[config.mk]
export PLATFORM = sky130hd
export DESIGN_NAME = l1_bus_arbiter_flat
export DESIGN_NICKNAME = d
export VERILOG_FILES = /design/src/rtl/l1_bus_arbiter_pkg.sv /design/src/rtl/l1_bus_arbiter_if.sv /design/src/rtl/l1_arb_rr_pick.sv /design/src/rtl/l1_bus_arbiter.sv /design/src/flat_wrapper.sv
export SDC_FILE = /design/constraint.sdc
export NUM_CORES = 1
export LEC_CHECK = 0
export ABC_CLOCK_PERIOD_IN_PS = 4000
export CAP_MARGIN = 10
export CORE_AREA = 3 3 136 138
export CTS_CLUSTER_DIAMETER = 150
export CTS_CLUSTER_SIZE = 28
export DETAILED_ROUTE_END_ITERATION = 7
export DIE_AREA = 0 0 139 141
export REMOVE_ABC_BUFFERS = 1
export SETUP_SLACK_MARGIN = 0.15
export SYNTH_ARGS = -nofsm -noshare
export SYNTH_HDL_FRONTEND = slang
export SYNTH_SLANG_ARGS = --single-unit
[constraint.sdc]
create_clock -name clk -period 4 [get_ports clk]
set_clock_uncertainty 0.1 [all_clocks]
set_input_delay 0.6 -clock clk [delete_from_list [all_inputs] [get_ports clk]]
set_output_delay 0.6 -clock clk [all_outputs]
set_load 0.05 [all_outputs]
[src/rtl/l1_bus_arbiter_pkg.sv]
// rtl/l1_bus_arbiter_pkg.sv - shared opcodes, source IDs and state types for the L1 bus arbiter
package l1_bus_arbiter_pkg;

   // TileLink-UL A-channel opcodes issued by the caches
   localparam logic [2:0] OP_PUT     = 3'd0;
   localparam logic [2:0] OP_GET     = 3'd4;

   // TileLink-UL D-channel opcodes returned by the crossbar
   localparam logic [2:0] OP_ACK     = 3'd0;
   localparam logic [2:0] OP_ACKDATA = 3'd1;

   // Source IDs stamped on A beats and used to route D beats back
   localparam logic [4:0] SRC_I_ID   = 5'd0;
   localparam logic [4:0] SRC_D_ID   = 5'd1;

   // Outstanding-beat window per grant
   localparam int         MAX_OUT_DEF = 8;

   // Every beat is one 32-bit word
   localparam logic [3:0] A_SIZE     = 4'd2;

   typedef enum logic [1:0] {
      ST_IDLE    = 2'd0,
      ST_GRANT_I = 2'd1,
      ST_GRANT_D = 2'd2
   } arb_state_e;

   typedef enum logic {
      REQ_I = 1'b0,
      REQ_D = 1'b1
   } req_e;

endpackage

[src/rtl/l1_bus_arbiter_if.sv]
// rtl/l1_bus_arbiter_if.sv - cache-side and crossbar-side A/D channel bundle for the L1 bus arbiter
interface l1_bus_arbiter_if;

   // I-cache bus handler
   logic        I_aValid;
   logic        I_aReady;
   logic [31:0] I_aAddress;
   logic [2:0]  I_aOpcode;
   logic [3:0]  I_aMask;
   logic [31:0] I_aData;
   logic        I_dValid;
   logic        I_dReady;
   logic [2:0]  I_dOpcode;
   logic [31:0] I_dData;

   // D-cache bus handler
   logic        D_aValid;
   logic        D_aReady;
   logic [31:0] D_aAddress;
   logic [2:0]  D_aOpcode;
   logic [3:0]  D_aMask;
   logic [31:0] D_aData;
   logic        D_dValid;
   logic        D_dReady;
   logic [2:0]  D_dOpcode;
   logic [31:0] D_dData;

   // System crossbar
   logic        Bus_aBitsValid;
   logic        Bus_aBitsReady;
   logic [31:0] Bus_aBitsAddress;
   logic [2:0]  Bus_aBitsOpcode;
   logic [3:0]  Bus_aBitsMask;
   logic [31:0] Bus_aBitsData;
   logic [4:0]  Bus_aBitsSource;
   logic [3:0]  Bus_aBitsSize;
   logic [2:0]  Bus_aBitsParam;
   logic        Bus_aBitsCorrupt;
   logic        Bus_dBitsValid;
   logic        Bus_dBitsReady;
   logic [2:0]  Bus_dBitsOpcode;
   logic [31:0] Bus_dBitsData;
   logic [4:0]  Bus_dBitsSource;

   // Sticky routing error flag
   logic        Arb_SrcErr;

   // Arbiter view
   modport slave (
      input  I_aValid, I_aAddress, I_aOpcode, I_aMask, I_aData, I_dReady,
      output I_aReady, I_dValid, I_dOpcode, I_dData,
      input  D_aValid, D_aAddress, D_aOpcode, D_aMask, D_aData, D_dReady,
      output D_aReady, D_dValid, D_dOpcode, D_dData,
      output Bus_aBitsValid, Bus_aBitsAddress, Bus_aBitsOpcode, Bus_aBitsMask,
      output Bus_aBitsData, Bus_aBitsSource, Bus_aBitsSize, Bus_aBitsParam, Bus_aBitsCorrupt,
      input  Bus_aBitsReady,
      input  Bus_dBitsValid, Bus_dBitsOpcode, Bus_dBitsData, Bus_dBitsSource,
      output Bus_dBitsReady,
      output Arb_SrcErr
   );

   // Surroundings view: caches and crossbar together
   modport master (
      output I_aValid, I_aAddress, I_aOpcode, I_aMask, I_aData, I_dReady,
      input  I_aReady, I_dValid, I_dOpcode, I_dData,
      output D_aValid, D_aAddress, D_aOpcode, D_aMask, D_aData, D_dReady,
      input  D_aReady, D_dValid, D_dOpcode, D_dData,
      input  Bus_aBitsValid, Bus_aBitsAddress, Bus_aBitsOpcode, Bus_aBitsMask,
      input  Bus_aBitsData, Bus_aBitsSource, Bus_aBitsSize, Bus_aBitsParam, Bus_aBitsCorrupt,
      output Bus_aBitsReady,
      output Bus_dBitsValid, Bus_dBitsOpcode, Bus_dBitsData, Bus_dBitsSource,
      input  Bus_dBitsReady,
      input  Arb_SrcErr
   );

endinterface

[src/rtl/l1_arb_rr_pick.sv]
// rtl/l1_arb_rr_pick.sv - two-way round-robin picker producing a one-hot grant
module l1_arb_rr_pick
   import l1_bus_arbiter_pkg::*;
(
   input  logic [1:0] req_i,    // bit 0 = I-cache, bit 1 = D-cache
   input  req_e       last_i,   // requester granted most recently
   output logic [1:0] gnt_o     // one-hot, same bit order as req_i
);

   // A lone requester wins outright; on a tie the one not granted last time wins.
   always_comb begin
      gnt_o = req_i;
      if (req_i == 2'b11) begin
         gnt_o = (last_i == REQ_I) ? 2'b10 : 2'b01;
      end
   end

endmodule

[src/rtl/l1_bus_arbiter.sv]
// rtl/l1_bus_arbiter.sv - shares one TileLink-UL A/D channel pair between the L1 I- and D-cache bus handlers
module l1_bus_arbiter
   import l1_bus_arbiter_pkg::*;
#(
   parameter logic [4:0] SRC_I   = SRC_I_ID,
   parameter logic [4:0] SRC_D   = SRC_D_ID,
   parameter int         MAX_OUT = MAX_OUT_DEF
) (
   input  logic            clk,
   input  logic            rst_n,
   l1_bus_arbiter_if.slave arb
);

   localparam int               CNT_W   = $clog2(MAX_OUT + 1);
   localparam logic [CNT_W-1:0] CNT_MAX = CNT_W'(MAX_OUT);
   localparam logic [CNT_W-1:0] CNT_ONE = CNT_W'(1);

   arb_state_e       state_q;
   req_e             last_q;
   logic [CNT_W-1:0] cnt_q;
   logic [CNT_W-1:0] cnt_d;
   logic             src_err_q;

   logic             in_i;
   logic             in_d;
   logic             room;
   logic             hit_i;
   logic             hit_d;
   logic             a_fire;
   logic             d_fire;
   logic             d_own;
   logic [1:0]       pick;

   assign in_i  = (state_q == ST_GRANT_I);
   assign in_d  = (state_q == ST_GRANT_D);
   assign room  = (cnt_q < CNT_MAX);
   assign hit_i = (arb.Bus_dBitsSource == SRC_I);
   assign hit_d = (arb.Bus_dBitsSource == SRC_D);

   l1_arb_rr_pick u_pick (
      .req_i  ({arb.D_aValid, arb.I_aValid}),
      .last_i (last_q),
      .gnt_o  (pick)
   );

   // A channel: forward only the granted requester, and only while the window has room.
   always_comb begin
      arb.Bus_aBitsValid   = 1'b0;
      arb.Bus_aBitsAddress = '0;
      arb.Bus_aBitsOpcode  = '0;
      arb.Bus_aBitsMask    = '0;
      arb.Bus_aBitsData    = '0;
      arb.Bus_aBitsSource  = '0;
      arb.I_aReady         = 1'b0;
      arb.D_aReady         = 1'b0;
      case (state_q)
         ST_GRANT_I: begin
            arb.Bus_aBitsValid   = arb.I_aValid && room;
            arb.Bus_aBitsAddress = arb.I_aAddress;
            arb.Bus_aBitsOpcode  = arb.I_aOpcode;
            arb.Bus_aBitsMask    = arb.I_aMask;
            arb.Bus_aBitsData    = arb.I_aData;
            arb.Bus_aBitsSource  = SRC_I;
            arb.I_aReady         = arb.Bus_aBitsReady && room;
         end
         ST_GRANT_D: begin
            arb.Bus_aBitsValid   = arb.D_aValid && room;
            arb.Bus_aBitsAddress = arb.D_aAddress;
            arb.Bus_aBitsOpcode  = arb.D_aOpcode;
            arb.Bus_aBitsMask    = arb.D_aMask;
            arb.Bus_aBitsData    = arb.D_aData;
            arb.Bus_aBitsSource  = SRC_D;
            arb.D_aReady         = arb.Bus_aBitsReady && room;
         end
         default: ;
      endcase
   end

   assign arb.Bus_aBitsSize    = A_SIZE;
   assign arb.Bus_aBitsParam   = 3'd0;
   assign arb.Bus_aBitsCorrupt = 1'b0;

   // D channel: route by source regardless of grant; unknown sources are swallowed.
   // Everything is held at zero while reset is asserted so outputs clear immediately.
   always_comb begin
      arb.I_dValid       = 1'b0;
      arb.D_dValid       = 1'b0;
      arb.I_dOpcode      = '0;
      arb.D_dOpcode      = '0;
      arb.I_dData        = '0;
      arb.D_dData        = '0;
      arb.Bus_dBitsReady = 1'b0;
      if (rst_n) begin
         arb.I_dOpcode = arb.Bus_dBitsOpcode;
         arb.D_dOpcode = arb.Bus_dBitsOpcode;
         arb.I_dData   = arb.Bus_dBitsData;
         arb.D_dData   = arb.Bus_dBitsData;
         if (hit_i) begin
            arb.I_dValid       = arb.Bus_dBitsValid;
            arb.Bus_dBitsReady = arb.I_dReady;
         end else if (hit_d) begin
            arb.D_dValid       = arb.Bus_dBitsValid;
            arb.Bus_dBitsReady = arb.D_dReady;
         end else begin
            arb.Bus_dBitsReady = 1'b1;
         end
      end
   end

   assign a_fire = arb.Bus_aBitsValid && arb.Bus_aBitsReady;
   assign d_fire = arb.Bus_dBitsValid && arb.Bus_dBitsReady;
   assign d_own  = d_fire && ((in_i && hit_i) || (in_d && hit_d));

   // Outstanding window: an issue and a retirement in the same cycle cancel out.
   always_comb begin
      cnt_d = cnt_q;
      if (a_fire && !d_own) begin
         cnt_d = cnt_q + CNT_ONE;
      end else if (d_own && !a_fire && (cnt_q != '0)) begin
         cnt_d = cnt_q - CNT_ONE;
      end
   end

   // Grant FSM: arbitrate from IDLE, hold the grant until the owner is idle and fully acknowledged.
   always_ff @(posedge clk or negedge rst_n) begin
      if (!rst_n) begin
         state_q <= ST_IDLE;
         last_q  <= REQ_I;
         cnt_q   <= '0;
      end else begin
         cnt_q <= cnt_d;
         case (state_q)
            ST_IDLE: begin
               if (pick[0]) begin
                  state_q <= ST_GRANT_I;
                  last_q  <= REQ_I;
               end else if (pick[1]) begin
                  state_q <= ST_GRANT_D;
                  last_q  <= REQ_D;
               end
            end
            ST_GRANT_I: begin
               if (!arb.I_aValid && (cnt_q == '0)) begin
                  state_q <= ST_IDLE;
               end
            end
            ST_GRANT_D: begin
               if (!arb.D_aValid && (cnt_q == '0)) begin
                  state_q <= ST_IDLE;
               end
            end
            default: state_q <= ST_IDLE;
         endcase
      end
   end

   // Sticky flag for any D beat carrying a source we never issued.
   always_ff @(posedge clk or negedge rst_n) begin
      if (!rst_n) begin
         src_err_q <= 1'b0;
      end else if (arb.Bus_dBitsValid && !hit_i && !hit_d) begin
         src_err_q <= 1'b1;
      end
   end

   assign arb.Arb_SrcErr = src_err_q;

endmodule
[src/flat_wrapper.sv]
// flat-port wrapper written by rule: the top's interface ports become plain ports
module l1_bus_arbiter_flat import l1_bus_arbiter_pkg::*;
#(
   parameter logic [4:0] SRC_I   = SRC_I_ID,
   parameter logic [4:0] SRC_D   = SRC_D_ID,
   parameter int         MAX_OUT = MAX_OUT_DEF
)
  (clk, rst_n, arb_I_aValid, arb_I_aAddress, arb_I_aOpcode, arb_I_aMask, arb_I_aData, arb_I_dReady, arb_I_aReady, arb_I_dValid, arb_I_dOpcode, arb_I_dData, arb_D_aValid, arb_D_aAddress, arb_D_aOpcode, arb_D_aMask, arb_D_aData, arb_D_dReady, arb_D_aReady, arb_D_dValid, arb_D_dOpcode, arb_D_dData, arb_Bus_aBitsValid, arb_Bus_aBitsAddress, arb_Bus_aBitsOpcode, arb_Bus_aBitsMask, arb_Bus_aBitsData, arb_Bus_aBitsSource, arb_Bus_aBitsSize, arb_Bus_aBitsParam, arb_Bus_aBitsCorrupt, arb_Bus_aBitsReady, arb_Bus_dBitsValid, arb_Bus_dBitsOpcode, arb_Bus_dBitsData, arb_Bus_dBitsSource, arb_Bus_dBitsReady, arb_Arb_SrcErr);
  l1_bus_arbiter_if arb_i ();
  input  logic clk;
  input  logic rst_n;
  input wire logic [$bits(arb_i.I_aValid)-1:0] arb_I_aValid;
  input wire logic [$bits(arb_i.I_aAddress)-1:0] arb_I_aAddress;
  input wire logic [$bits(arb_i.I_aOpcode)-1:0] arb_I_aOpcode;
  input wire logic [$bits(arb_i.I_aMask)-1:0] arb_I_aMask;
  input wire logic [$bits(arb_i.I_aData)-1:0] arb_I_aData;
  input wire logic [$bits(arb_i.I_dReady)-1:0] arb_I_dReady;
  output wire logic [$bits(arb_i.I_aReady)-1:0] arb_I_aReady;
  output wire logic [$bits(arb_i.I_dValid)-1:0] arb_I_dValid;
  output wire logic [$bits(arb_i.I_dOpcode)-1:0] arb_I_dOpcode;
  output wire logic [$bits(arb_i.I_dData)-1:0] arb_I_dData;
  input wire logic [$bits(arb_i.D_aValid)-1:0] arb_D_aValid;
  input wire logic [$bits(arb_i.D_aAddress)-1:0] arb_D_aAddress;
  input wire logic [$bits(arb_i.D_aOpcode)-1:0] arb_D_aOpcode;
  input wire logic [$bits(arb_i.D_aMask)-1:0] arb_D_aMask;
  input wire logic [$bits(arb_i.D_aData)-1:0] arb_D_aData;
  input wire logic [$bits(arb_i.D_dReady)-1:0] arb_D_dReady;
  output wire logic [$bits(arb_i.D_aReady)-1:0] arb_D_aReady;
  output wire logic [$bits(arb_i.D_dValid)-1:0] arb_D_dValid;
  output wire logic [$bits(arb_i.D_dOpcode)-1:0] arb_D_dOpcode;
  output wire logic [$bits(arb_i.D_dData)-1:0] arb_D_dData;
  output wire logic [$bits(arb_i.Bus_aBitsValid)-1:0] arb_Bus_aBitsValid;
  output wire logic [$bits(arb_i.Bus_aBitsAddress)-1:0] arb_Bus_aBitsAddress;
  output wire logic [$bits(arb_i.Bus_aBitsOpcode)-1:0] arb_Bus_aBitsOpcode;
  output wire logic [$bits(arb_i.Bus_aBitsMask)-1:0] arb_Bus_aBitsMask;
  output wire logic [$bits(arb_i.Bus_aBitsData)-1:0] arb_Bus_aBitsData;
  output wire logic [$bits(arb_i.Bus_aBitsSource)-1:0] arb_Bus_aBitsSource;
  output wire logic [$bits(arb_i.Bus_aBitsSize)-1:0] arb_Bus_aBitsSize;
  output wire logic [$bits(arb_i.Bus_aBitsParam)-1:0] arb_Bus_aBitsParam;
  output wire logic [$bits(arb_i.Bus_aBitsCorrupt)-1:0] arb_Bus_aBitsCorrupt;
  input wire logic [$bits(arb_i.Bus_aBitsReady)-1:0] arb_Bus_aBitsReady;
  input wire logic [$bits(arb_i.Bus_dBitsValid)-1:0] arb_Bus_dBitsValid;
  input wire logic [$bits(arb_i.Bus_dBitsOpcode)-1:0] arb_Bus_dBitsOpcode;
  input wire logic [$bits(arb_i.Bus_dBitsData)-1:0] arb_Bus_dBitsData;
  input wire logic [$bits(arb_i.Bus_dBitsSource)-1:0] arb_Bus_dBitsSource;
  output wire logic [$bits(arb_i.Bus_dBitsReady)-1:0] arb_Bus_dBitsReady;
  output wire logic [$bits(arb_i.Arb_SrcErr)-1:0] arb_Arb_SrcErr;
  assign arb_i.I_aValid = arb_I_aValid;
  assign arb_i.I_aAddress = arb_I_aAddress;
  assign arb_i.I_aOpcode = arb_I_aOpcode;
  assign arb_i.I_aMask = arb_I_aMask;
  assign arb_i.I_aData = arb_I_aData;
  assign arb_i.I_dReady = arb_I_dReady;
  assign arb_I_aReady = arb_i.I_aReady;
  assign arb_I_dValid = arb_i.I_dValid;
  assign arb_I_dOpcode = arb_i.I_dOpcode;
  assign arb_I_dData = arb_i.I_dData;
  assign arb_i.D_aValid = arb_D_aValid;
  assign arb_i.D_aAddress = arb_D_aAddress;
  assign arb_i.D_aOpcode = arb_D_aOpcode;
  assign arb_i.D_aMask = arb_D_aMask;
  assign arb_i.D_aData = arb_D_aData;
  assign arb_i.D_dReady = arb_D_dReady;
  assign arb_D_aReady = arb_i.D_aReady;
  assign arb_D_dValid = arb_i.D_dValid;
  assign arb_D_dOpcode = arb_i.D_dOpcode;
  assign arb_D_dData = arb_i.D_dData;
  assign arb_Bus_aBitsValid = arb_i.Bus_aBitsValid;
  assign arb_Bus_aBitsAddress = arb_i.Bus_aBitsAddress;
  assign arb_Bus_aBitsOpcode = arb_i.Bus_aBitsOpcode;
  assign arb_Bus_aBitsMask = arb_i.Bus_aBitsMask;
  assign arb_Bus_aBitsData = arb_i.Bus_aBitsData;
  assign arb_Bus_aBitsSource = arb_i.Bus_aBitsSource;
  assign arb_Bus_aBitsSize = arb_i.Bus_aBitsSize;
  assign arb_Bus_aBitsParam = arb_i.Bus_aBitsParam;
  assign arb_Bus_aBitsCorrupt = arb_i.Bus_aBitsCorrupt;
  assign arb_i.Bus_aBitsReady = arb_Bus_aBitsReady;
  assign arb_i.Bus_dBitsValid = arb_Bus_dBitsValid;
  assign arb_i.Bus_dBitsOpcode = arb_Bus_dBitsOpcode;
  assign arb_i.Bus_dBitsData = arb_Bus_dBitsData;
  assign arb_i.Bus_dBitsSource = arb_Bus_dBitsSource;
  assign arb_Bus_dBitsReady = arb_i.Bus_dBitsReady;
  assign arb_Arb_SrcErr = arb_i.Arb_SrcErr;
  l1_bus_arbiter #(.SRC_I(SRC_I), .SRC_D(SRC_D), .MAX_OUT(MAX_OUT)) u_core (.clk(clk), .rst_n(rst_n), .arb(arb_i));
endmodule
==> results_dict.tcl, run 1 <==
set metrics [dict create \
    use_met3 0.03765 \
    busiest_layer "met2" \
    cts_max_level 1 \
    dieArea_mm2 0.01960 \
    seq_area_frac_synth 0.08529 \
    clock_latency_ns 0.23 \
    cap_violations 0 \
    synth_edf_count 0 \
    dp_cells 824 \
    use_met1 0.1386 \
    syn_area_mm2 0.002347 \
    p_leak_nw 2.026 \
    worstPathRequired_ns 3.30 \
    rsz0062_at_grt "false" \
    async_flop_share 1.000 \
    drc_errors 0 \
    ys.flop_type "dfrtp_1" \
    powerDensity_mw_per_mm2 554.6 \
    layout.nets 800 \
    antenna_cells 0 \
    vias_per_cell 3.960 \
    gp_congestion 0.7942 \
    cts_setup_buffers 0 \
    hold_violations 0 \
    use_met2 0.2005 \
    cts_hold_buf 0 \
    vias 3275 \
    die_h_um 141 \
    tns_ns 0 \
    synth.ff_latch_count 8 \
    drv_slew 0 \
    cts_buffer_depth 2 \
    clock_sinks 8 \
    grt_pass1_wl_mm 18.24 \
    worstSetupPathType "flop to output pin" \
    cts.clk_slew.worst_paths_ns 0.04 \
    drive_above_1_share 0.04153 \
    ys_top_cells_by_area "a22oi_1 23%, nor2b_1 19%, buf_4 15%, and2_1 9.9%, dfrtp_1 8.5%" \
    yosysWarningCount 0 \
    routed_wl_mm 12.09 \
    dp_hpwl_mm 9.770 \
    grt_overflow 0 \
    fin_crit_sh 0.8050 \
    cp.arrival_ns 2.52 \
    grt_pass1_vias 3306 \
    maxSlewHeadroom 0.6436 \
    final-setup-viol-count 0 \
    die-width_um 139 \
    synth_commonest_cells "71 x a22oi_1, 71 x nor2b_1, 48 x buf_4, 37 x and2_1, 26 x clkbuf_1" \
    dr.pass1.iters 5 \
    grt_max_degree 56 \
    start_util 0.1357 \
    drtIter0Drc 137 \
    synth.avg_cell_area_um2 7.335 \
    yosysTopAreaCell "a22oi_1" \
    portBuffers 338 \
    root_buffer "clkbuf_16" \
    startpoint "u_core.state_q[0]$_DFFE_PN0P_" \
    antenna_found_initial 0 \
    syn_inst 320 \
    layout_min_cycle_time_ns 3.220 \
    core_area_mm2 0.01730 \
    hp-start "u_core.last_q$_DFFE_PN0P_" \
    r2r-start "u_core.state_q[1]$_DFFE_PN0P_" \
    end_kind "output pin" \
    hold_class "flop to flop" \
    wl_per_cell_um 14.62 \
    pin_count 351 \
    hold-worst-slack_ns 0.3787 \
    ant_nets 0 \
    final_cell_count_no_fill 827 \
    grt_use_total 0.1126 \
    synth_top_area_frac 0.2271 \
    worstSetupStartpointType "flop" \
    outcome "finished, final reports clean" \
    worst_slew_pin_slew_ns 0.5330 \
    numCtsBuffers 3 \
    fmax_mhz 310.6 \
    cts-resized-gates 0 \
    synth_cell_types 40 \
    peakVddDrop_v 0.0003111 \
    syn2layout_area_growth_pct 144.9 \
    rows 48 \
    cts_tree "yes" \
    critPathMaxFanout 53 \
]
[registers in the layout, summed over array words and instances (netlist names)]
name                   flops
u_core.state_q             2
u_core.cnt_q               4
u_core.last_q              1
u_core.arb.Arb_SrcErr      1
[placed cells by master, fill, tap and decap left out, types with 2 or more instances in the layout]
master | netlist | layout
a21o_1 | 2 | 2
a21oi_1 | 2 | 2
a22oi_1 | 71 | 71
and2_1 | 37 | 37
and3_1 | 2 | 2
buf_12 | 0 | 3
buf_4 | 48 | 5
clkbuf_16 | 0 | 3
clkdlybuf4s50_1 | 0 | 336
conb_1 | 2 | 12
dfrtp_1 | 8 | 8
ha_1 | 5 | 2
ha_2 | 0 | 3
inv_1 | 3 | 3
mux2_4 | 2 | 2
mux2i_1 | 3 | 3
nand2_1 | 7 | 7
nand3_1 | 3 | 3
nor2_1 | 3 | 3
nor2b_1 | 71 | 71
xnor2_1 | 3 | 3
[per-stage QoR]
| step | worst slack (ns) | util | instance area, um^2 | power [mW] |
|---|---|---|---|---|
| 2_1_floorplan | 0.02902 | - | 1923 | 2.010 |
| 3_3_place_gp | 0.7978 | 0.3280 | 5673 | 3.058 |
| 3_5_place_dp | 0.8146 | 0.3280 | 5673 | 3.051 |
| 4_1_cts | 0.7067 | 0.3323 | 5748 | 3.230 |
| 5_1_grt | 0.6410 | 0.3323 | 5748 | 3.380 |
| 6_report | 0.7801 | 0.3323 | 5748 | 3.188 |
[cell families after synthesis]
kind of cell	Yosys count	synth area share
buf+inv	78	0.2015
simple gates	134	0.3598
fa+ha+maj	6	0.03518
mux	6	0.03518
other cells	2	0.003199
compound gates	83	0.2687
xor+xnor	3	0.01120
flops	8	0.08529
[path summary, 6_finish.rpt]
check	slack, ns	to	cells after the start
max reg2reg	1.28	u_core.cnt_q[3]$_DFFE_PN0P_	11
min in group asynchronous	0.67	u_core.arb.Arb_SrcErr$_DFFE_PN0P_	2
max	0.78	arb_Bus_aBitsData[0]	5
min reg2reg	0.38	u_core.last_q$_DFFE_PN0P_	1
max in group asynchronous	2.87	u_core.state_q[1]$_DFFE_PN0P_	2
min	0.38	u_core.last_q$_DFFE_PN0P_	1
[critical path: stages, from the launching register on]
cell             delay (ns)
dfrtp_1                0.35
inv_1                  0.08
ha_2                   0.56
buf_12                 0.27
nor2b_1                0.18
clkdlybuf4s50_1        0.82
[final cells by class]
cell class	count	area, um^2
inverters	3	11.26
flip-flops and latches	8	200.2
clock buffers	3	75.07
fillers	1788	11550
well taps	225	281.5
multi-input cells	244	1719
repair buffers	344	3461
[layer usage]
metal | vias to the layer above | wire (um) | share of wire
li1 | 1626 | - | -
met1 | 1465 | 5070 | 0.42
met2 | 180 | 5926 | 0.49
met3 | 4 | 1051 | 0.087
met4 | 0 | 44 | 0.0036
met5 | - | 0 | 0
[where the power goes]
group / switching (mW) / internal [mW] / total (mW)
clock network: 0.0383 / 0.129 / 0.167
registers: 0.0335 / 0.116 / 0.149
logic: 1.74 / 1.13 / 2.87
No activity file was read; power rests on OpenSTA's default activity.
==> inputs of run 2 (changes only) <==
--- a/config.mk
+++ b/config.mk
@@ -5,13 +5,13 @@
 export SDC_FILE = /design/constraint.sdc
 export NUM_CORES = 1
 export LEC_CHECK = 0
-export ABC_CLOCK_PERIOD_IN_PS = 4000
+export ABC_CLOCK_PERIOD_IN_PS = 3100
 export CAP_MARGIN = 10
-export CORE_AREA = 3 3 136 138
+export CORE_AREA = 3 3 134 136
 export CTS_CLUSTER_DIAMETER = 150
 export CTS_CLUSTER_SIZE = 28
 export DETAILED_ROUTE_END_ITERATION = 7
-export DIE_AREA = 0 0 139 141
+export DIE_AREA = 0 0 137 139
 export REMOVE_ABC_BUFFERS = 1
 export SETUP_SLACK_MARGIN = 0.15
 export SYNTH_ARGS = -nofsm -noshare
==> constraint.sdc (replaced) <==
create_clock -name clk -period 3.1 [get_ports clk]
set_clock_uncertainty 0.1 [all_clocks]
set_input_delay 0.465 -clock clk [delete_from_list [all_inputs] [get_ports clk]]
set_output_delay 0.465 -clock clk [all_outputs]
set_load 0.05 [all_outputs]
==> results_dict.tcl, run 2 (synthesis gave the netlist of run 1 again) <==
set metrics [dict create \
    outcome "finished, final reports clean" \
    placedInstanceArea_mm2 0.006371 \
    reg_top3 "u_core.cnt_q: 4 flops, u_core.state_q: 2 flops" \
    portBuffers 338 \
    swShare 0.5629 \
    core_area_mm2 0.01706 \
    routed_wl_mm 13.31 \
    clock_latency_ns 0.23 \
    startpoint "u_core.state_q[0]$_DFFE_PN0P_" \
    rows 48 \
    grt_pass1_wl_mm 19.44 \
    cts.clk_slew.worst_paths_ns 0.04 \
    p_switching_mw 2.411 \
    maxSlewHeadroom 0.6070 \
    wl_per_cell_um 16.02 \
    fin_crit_sh 0.8736 \
    final_common_cell "clkdlybuf4s50_1" \
    die-width_um 137 \
    cts_max_level 1 \
    dp_hpwl_mm 11.45 \
    grt_pass1_vias 3493 \
    drtIter0Drc 62 \
    cp.arrival_ns 2.14 \
    antenna_found_initial 1 \
    grt_max_degree 64 \
    numCtsBuffers 3 \
    root_buffer "clkbuf_16" \
    start_util 0.1376 \
    critPathMaxFanout 46 \
    vias_per_cell 4.094 \
    grt_use_total 0.1278 \
    worstPathRequired_ns 2.53 \
    r2r-start "u_core.state_q[0]$_DFFE_PN0P_" \
    hold_violations 0 \
    peakVddDrop_v 0.0003572 \
    tns_ns 0 \
    cts-resized-gates 0 \
    cts_buffer_depth 2 \
    cts_tree "yes" \
    final-setup-viol-count 0 \
    die_h_um 139 \
    comb_power_share 0.904 \
    drv_slew 0 \
    fmax_mhz 369.2 \
    largest_reg_flops 4 \
    mostFrequentLayoutCells "193 x clkdlybuf4s50_1, 85 x buf_12, 71 x a22oi_1, 71 x nor2b_1, 70 x buf_4" \
    hp-start "u_core.last_q$_DFFE_PN0P_" \
    dp_cells 828 \
    regMostFlops "u_core.cnt_q" \
    final_cell_count_no_fill 831 \
    end_kind "output pin" \
    dieArea_mm2 0.01904 \
    fillCellCount 1761 \
    layout_min_cycle_time_ns 2.708 \
    syn2layout_area_growth_pct 174.6 \
    fin_area_mm2 0.006446 \
    p_int_mw 1.872 \
    worstSetupStartpointType "flop" \
    hold_class "flop to flop" \
    dr.pass1.iters 4 \
    worst_slew_pin_slew_ns 0.5876 \
    powerDensity_mw_per_mm2 664.5 \
    cts_setup_buffers 0 \
    rsz0062_at_grt "false" \
    pin_count 351 \
    drive_above_1_share 0.2838 \
    gp_congestion 0.7951 \
    worstSetupPathType "flop to output pin" \
    vias 3402 \
    power.share.sequential 0.045 \
    p_leak_nw 2.577 \
    ant_nets 0 \
    hold-worst-slack_ns 0.3903 \
    drc_errors 0 \
    antenna_cells 0 \
    layout.nets 804 \
    cts_hold_buf 0 \
    grt_overflow 0 \
    clock_sinks 8 \
    cap_violations 0 \
    clkPwrFrac 0.051 \
]
-- run 2: cell count changes in the layout (fill, tap and decap cells not counted), sizes merged --
cell           before  now
clkdlybuf4s50     336  193
buf                 8  155
-- run 2: layout make-up --
cell class,count,area (um^2),area share
Clock buffer,3,75.07,0.01165
Inverter,3,11.26,0.001747
Multi-Input combinational cell,244,1719,0.2667
Sequential cell,8,200.2,0.03106
Tap cell,225,281.5,0.04367
Timing Repair Buffer,348,4159,0.6452
-- run 2: final timing paths --
kind	endpoint	cells after the start	slack, ns
max reg2reg	u_core.cnt_q[3]$_DFFE_PN0P_	10	0.62
min reg2reg	u_core.last_q$_DFFE_PN0P_	1	0.39
min	u_core.last_q$_DFFE_PN0P_	1	0.39
max in group asynchronous	u_core.last_q$_DFFE_PN0P_	2	2.00
min in group asynchronous	u_core.arb.Arb_SrcErr$_DFFE_PN0P_	2	0.55
max	arb_Bus_aBitsAddress[30]	6	0.39
-- run 2: power by group through the flow --
stage	clock network, mW	logic, mW	registers, mW
floorplan	0	2.41	0.182
detailed placement	0	3.91	0.194
CTS	0.223	3.92	0.195
global placement	0	3.89	0.195
global route	0.229	4.11	0.204
finish	0.217	3.87	0.194
-- run 2: worst max-delay path: stages, from the launching register on --
cell and delay, ns:
dfrtp_1 0.37, inv_1 0.11, ha_2 0.32, buf_4 0.47, a22oi_1 0.17, nor2b_1 0.27
buf_12 0.18
-- run 2: per-stage QoR --
stage	total power [mW]	setup WS (ns)	utilization
3_3_place_gp	4.083	0.3777	0.3735
3_5_place_dp	4.106	0.3298	0.3735
6_report	4.284	0.3918	0.3779
2_1_floorplan	2.594	-0.7971	-
5_1_grt	4.545	0.2783	0.3779
4_1_cts	4.338	0.3780	0.3779
-- run 2: metal layers --
| metal | vias up | GRT usage | wire, um |
|---|---|---|---|
| met3 | 8 | 0.04644 | 1712 |
| met1 | 1542 | 0.1487 | 4952 |
| met2 | 215 | 0.2285 | 6541 |
| li1 | 1635 | - | - |
| met5 | - | 0 | 20 |
| met4 | 2 | 0.01628 | 82 |
